==> config.mk <==
export PLATFORM = sky130hd
export DESIGN_NAME = seq_player_ctrl
export DESIGN_NICKNAME = d
export VERILOG_FILES = /design/src/rtl/seq_player_ctrl.sv
export SDC_FILE = /design/constraint.sdc
export NUM_CORES = 1
export LEC_CHECK = 0
export CORE_AREA = 2 2 76 78
export CTS_BUF_LIST = sky130_fd_sc_hd__clkbuf_8
export CTS_CLUSTER_SIZE = 12
export DETAILED_ROUTE_END_ITERATION = 10
export DIE_AREA = 0 0 78 80
export PLACE_DENSITY = 0.89
export SYNTH_ARGS = -nofsm -noshare
export SYNTH_HDL_FRONTEND = slang
export SYNTH_SLANG_ARGS = --single-unit
==> constraint.sdc <==
create_clock -name clk_50 -period 2.8 [get_ports clk_50]
set_clock_uncertainty 0.2 [all_clocks]
set_input_delay 0.42 -clock clk_50 [delete_from_list [all_inputs] [get_ports clk_50]]
set_output_delay 0.42 -clock clk_50 [all_outputs]
set_load 0.02 [all_outputs]
==> src/rtl/seq_player_ctrl.sv <==
// Pattern sequencer: debounced up/down buttons select a sequence, step_tick walks
// through its steps, each step word is fetched from a 1-cycle-latency ROM onto LEDS.
module seq_player_debounce #(
  parameter int DB_CYCLES = 500000
) (
  input  logic clk_50,
  input  logic reset,
  input  logic pb,
  output logic press
);
  localparam int CNT_W = $clog2(DB_CYCLES + 1);
  localparam logic [CNT_W-1:0] LAST = CNT_W'(DB_CYCLES - 1);

  logic             sync_a;
  logic             sync_b;
  logic             level;
  logic [CNT_W-1:0] cnt;

  // press fires on the same edge the debounced level rises, so it is already registered
  always_ff @(posedge clk_50 or posedge reset) begin
    if (reset) begin
      sync_a <= 1'b0;
      sync_b <= 1'b0;
      level  <= 1'b0;
      cnt    <= '0;
      press  <= 1'b0;
    end else begin
      sync_a <= pb;
      sync_b <= sync_a;
      press  <= 1'b0;
      if (sync_b == level) begin
        cnt <= '0;
      end else if (cnt == LAST) begin
        level <= sync_b;
        cnt   <= '0;
        press <= sync_b;
      end else begin
        cnt <= cnt + CNT_W'(1);
      end
    end
  end
endmodule

module seq_player_ctrl #(
  parameter int DB_CYCLES = 500000,
  parameter int STEPS     = 16,
  parameter int NUM_SEQ   = 8
) (
  input  logic                                        clk_50,
  input  logic                                        reset,
  input  logic                                        pb_seq_up,
  input  logic                                        pb_seq_dn,
  input  logic                                        step_tick,
  input  logic [7:0]                                  rom_data,
  output logic [$clog2(NUM_SEQ)+$clog2(STEPS)-1:0]    ROM_addr,
  output logic [$clog2(NUM_SEQ)-1:0]                  seq_num,
  output logic [7:0]                                  LEDS,
  output logic                                        busy
);
  localparam int SEQ_W  = $clog2(NUM_SEQ);
  localparam int STEP_W = $clog2(STEPS);

  typedef enum logic [1:0] {IDLE, FETCH, LATCH, HOLD} state_t;

  state_t            state;
  logic [STEP_W-1:0] step;
  logic              up_evt;
  logic              dn_evt;
  logic              seq_chg;

  seq_player_debounce #(.DB_CYCLES(DB_CYCLES)) u_db_up (
    .clk_50 (clk_50),
    .reset  (reset),
    .pb     (pb_seq_up),
    .press  (up_evt)
  );

  seq_player_debounce #(.DB_CYCLES(DB_CYCLES)) u_db_dn (
    .clk_50 (clk_50),
    .reset  (reset),
    .pb     (pb_seq_dn),
    .press  (dn_evt)
  );

  // simultaneous up and down presses cancel out
  assign seq_chg = up_evt ^ dn_evt;

  // a sequence change overrides whatever the FSM was doing, including a pending LATCH
  always_ff @(posedge clk_50 or posedge reset) begin
    if (reset) begin
      state   <= IDLE;
      seq_num <= '0;
      step    <= '0;
      LEDS    <= 8'h00;
    end else if (state == IDLE) begin
      state <= FETCH;
    end else if (seq_chg) begin
      seq_num <= up_evt ? seq_num + SEQ_W'(1) : seq_num - SEQ_W'(1);
      step    <= '0;
      state   <= FETCH;
    end else begin
      case (state)
        FETCH: state <= LATCH;
        LATCH: begin
          LEDS  <= rom_data;
          state <= HOLD;
        end
        HOLD: begin
          if (step_tick) begin
            step  <= step + STEP_W'(1);
            state <= FETCH;
          end
        end
        default: state <= IDLE;
      endcase
    end
  end

  assign ROM_addr = {seq_num, step};
  assign busy     = (state == FETCH) || (state == LATCH);
endmodule

==> run_results.csv <==
group,metric,value,unit
logic_synthesis,mappedNetlistNets,303,
critical_path,critical_path.endpoint_type,"output pin",
cts,cts_tree,"built",
power_and_ir_drop,power-per-cell-area,702,nW/um2
logic_synthesis,cell_area_after_technology_mapping,3070,um2
critical_path,setup.worst_path.start,"state[0]",
cts,cts_buffers,9,
grt,grt_start_max_net_pins,40,
timing,max_freq,435,MHz
timing,slew_viol_final,0,
timing,grt_setup_unrepaired,"no",
logic_synthesis,synthSimpleGateAreaFrac,0.232,
grt,gr-total-overflow,0,
critical_path,worst-endpoint-required,2180,ps
logic_synthesis,ys_seq_elements,63,
detailed_routing,postRouteWirelength,5450,um
finish,final.fill_count,394,
logic_synthesis,syn_area_per_cell,10.9,um2
critical_path,crit_end,"busy",
floorplan,fp.dieArea,6240,um2
cts,clkSlewWorstSetupHoldPaths,70,ps
logic_synthesis,synth_xor_xnor_area_share,0.0912,
logic_synthesis,synth.distinct_cells,48,
floorplan,initial_standard_cell_utilization_of_the_core,0.569,
timing,slew_headroom,0.533,
cts,postCtsSetupRepairBufs,0,
critical_path,ff2ff_setup_slack,640,ps
detailed_routing,postRouteAntennaNets,0,
cts,htreeDepth,3,
logic_synthesis,post_synthesis_compound_gate_area_fraction,0.0623,
power_and_ir_drop,power.leakage,1.54,nW
placement,gp_routability_congestion,0.794,
cts,post_cts_hold_buffer_count,0,
placement,post-dp-hpwl,3780,um
logic_synthesis,synthAdderAreaFrac,0.0309,
timing,max_slew.worst_pin.slew,700,ps
floorplan,floorplan.io_pins,32,
finish,final_net_count,336,
logic_synthesis,postSynthCellCount,283,
grt,number_of_antenna_violations_at_the_first_check_in_global_routing,0,
finish,final_common_cell,"dfrtp_1",
critical_path,r2r_start,"u_db_dn.cnt[11]",
detailed_routing,initialDrtViolationCount,115,
critical_path,critical_path.max_fanout,3,
detailed_routing,dr.pass1.iters,4,
logic_synthesis,dominant_combinational_cell_family_by_area_after_synthesis,"simple AND/OR/NAND/NOR gates",
min_path,min-delay-start,"u_db_dn.sync_a",
critical_path,worstReg2RegEnd,"u_db_dn.cnt[7]",
timing,finalHoldViolations,0,
critical_path,worst_path_arrival_time,1680,ps
min_path,hold_path.class,"reg -> reg",
power_and_ir_drop,vdd_ir_drop_max,0.000377,V
finish,final_layout_size_suffix_gt1_frac,0.106,
run_status,status,"complete, no violations",
detailed_routing,num_vias,2165,
floorplan,die_height,80,um
finish,antenna-diode-count,0,
finish,syn2layout_area_growth,18.7,%
finish,layout.cell_area.non_filler,3650,um2
placement,placedInstanceArea,3440,um2
logic_synthesis,synth_sequential_area_ratio,0.513,
detailed_routing,detail_route.wl_per_cell,13.9,um
cts,root_buffer,"clkbuf_8",
critical_path,startpoint_type,"register",
detailed_routing,detail_route.drc_violations,0,
grt,gr-usage-all-layers,0.197,
timing,totalNegativeSetupSlack,0,ps
cts,cts_buffer_depth,2,
grt,global_route_wire_length_before_repair,9470,um
cts,cts_repair_resize_count,0,
timing,period_needed,2300,ps
cts,tritoncts_num_sinks,63,
job,cap_violations,0,
placement,port_buffers,31,
floorplan,core,5410,um2
critical_path,reg2reg_depth,4,
floorplan,row_count,27,
timing,setup_viol,0,
finish,commonest_non_fill_non_tap_cells_in_the_layout,"dfrtp_1 (63), nor2_1 (34), clkdlybuf4s50_1 (31)",
detailed_routing,avgViaCountPerCell,5.51,
logic_synthesis,muxShareOfSynthArea,0.0415,
timing,final_cycle_share,0.821,
critical_path,critical_path_start_end_classification,"reg -> out",
floorplan,floorplan.die.width,78,um
logic_synthesis,ys.warnings.count,0,
grt,first_global_vias,2137,
cts,clk_latency,340,ps
## state kept, by name, summed over array words and instances (netlist names)
| signal | flops |
|---|---|
| seq_num | 3 |
| u_db_up.sync_b | 1 |
| step | 4 |
| u_db_up.sync_a | 1 |
| u_db_dn.press | 1 |
| u_db_dn.sync_b | 1 |
| LEDS | 8 |
| u_db_up.level | 1 |
| u_db_dn.level | 1 |
| u_db_dn.sync_a | 1 |
| state | 2 |
| u_db_up.cnt | 19 |
| u_db_dn.cnt | 19 |
| u_db_up.press | 1 |
## metrics by stage
step | power [mW] | setup WS, ps | util | instances | hold slack, ps
6_report | 2.56 | 501 | 0.675 | 393 | 150
3_3_place_gp | 1.72 | 691 | 0.636 | 377 | 133
4_1_cts | 2.59 | 486 | 0.675 | 393 | 151
5_1_grt | 2.69 | 413 | 0.675 | 393 | 159
2_1_floorplan | 1.47 | 610 | - | 283 | 131
3_5_place_dp | 1.75 | 661 | 0.636 | 377 | 136
## layer usage
layer,up-vias,global-route usage,share of wire
met1,1047,0.250,0.46
met5,-,0,0
met4,0,0.107,0.019
met2,44,0.317,0.48
li1,1065,-,-
met3,9,0.0419,0.038
## worst max-delay path, cell delays in order, from the launching register on
cell and delay [ps]:
dfrtp_1 370, inv_1 70, ha_1 300, clkdlybuf4s50_1 600
## synth_stat cells, drive strengths merged
cell	n	area, um2
mux2	11	128
inv	8	30.0
nor3	4	20.0
o21bai	1	7.51
nand4b	1	8.76
fa	1	20.0
xnor2	15	131
ha	6	75.1
nand2b	1	6.26
dfrtp	63	1580
nor3b	3	22.5
xor2	17	149
nor4	5	37.5
a32o	1	10.0
and4	3	26.3
a21oi	11	58.8
and2	6	37.5
o31ai	5	51.3
clkbuf	1	3.75
or2	2	17.5
nor2	34	128
buf	9	55.1
nand2	18	67.6
and3	5	31.3
nor4bb	1	10.0
o32ai	1	8.76
a31o	1	8.76
nand4	15	121
nand3b	3	22.5
nor4b	2	23.8
o21a	1	7.51
or3	4	30.0
nand3	13	70.1
or4	4	33.8
o21ai	7	38.8
## layout make-up
| class | count | area (um2) | share of cell area |
|---|---|---|---|
| Clock buffer | 9 | 124 | 0.0340 |
| Clock inverter | 7 | 88.8 | 0.0243 |
| Inverter | 8 | 30.0 | 0.00823 |
| Multi-Input combinational cell | 202 | 1410 | 0.386 |
| Sequential cell | 63 | 1580 | 0.432 |
| Tap cell | 72 | 90.1 | 0.0247 |
| Timing Repair Buffer | 32 | 330 | 0.0905 |
## worst min-delay path by stage
stage	endpoint	slack, ps	cells past startpoint
2_1_floorplan	u_db_dn.sync_b	130	0
3_5_place_dp	u_db_dn.sync_b	140	0
3_3_place_gp	u_db_dn.sync_b	130	0
5_1_grt	u_db_dn.sync_b	160	0
4_1_cts	u_db_dn.sync_b	150	0
6_report	u_db_dn.sync_b	150	0
## cell families after synthesis
kind of cell | after synthesis
AO/OA/AOI/OAI | 28
XOR/XNOR | 32
adder cells (fa/ha/maj) | 7
buffers and inverters | 18
flip-flops | 63
multiplexers | 11
AND/OR/NAND/NOR | 124
## where the power goes
| group | total (mW) | switching, mW | internal, mW |
|---|---|---|---|
| sequential | 1.09 | 0.0688 | 1.02 |
| combinational | 0.632 | 0.323 | 0.309 |
| clock | 0.842 | 0.348 | 0.494 |
No activity file was read; power rests on OpenSTA's default activity.
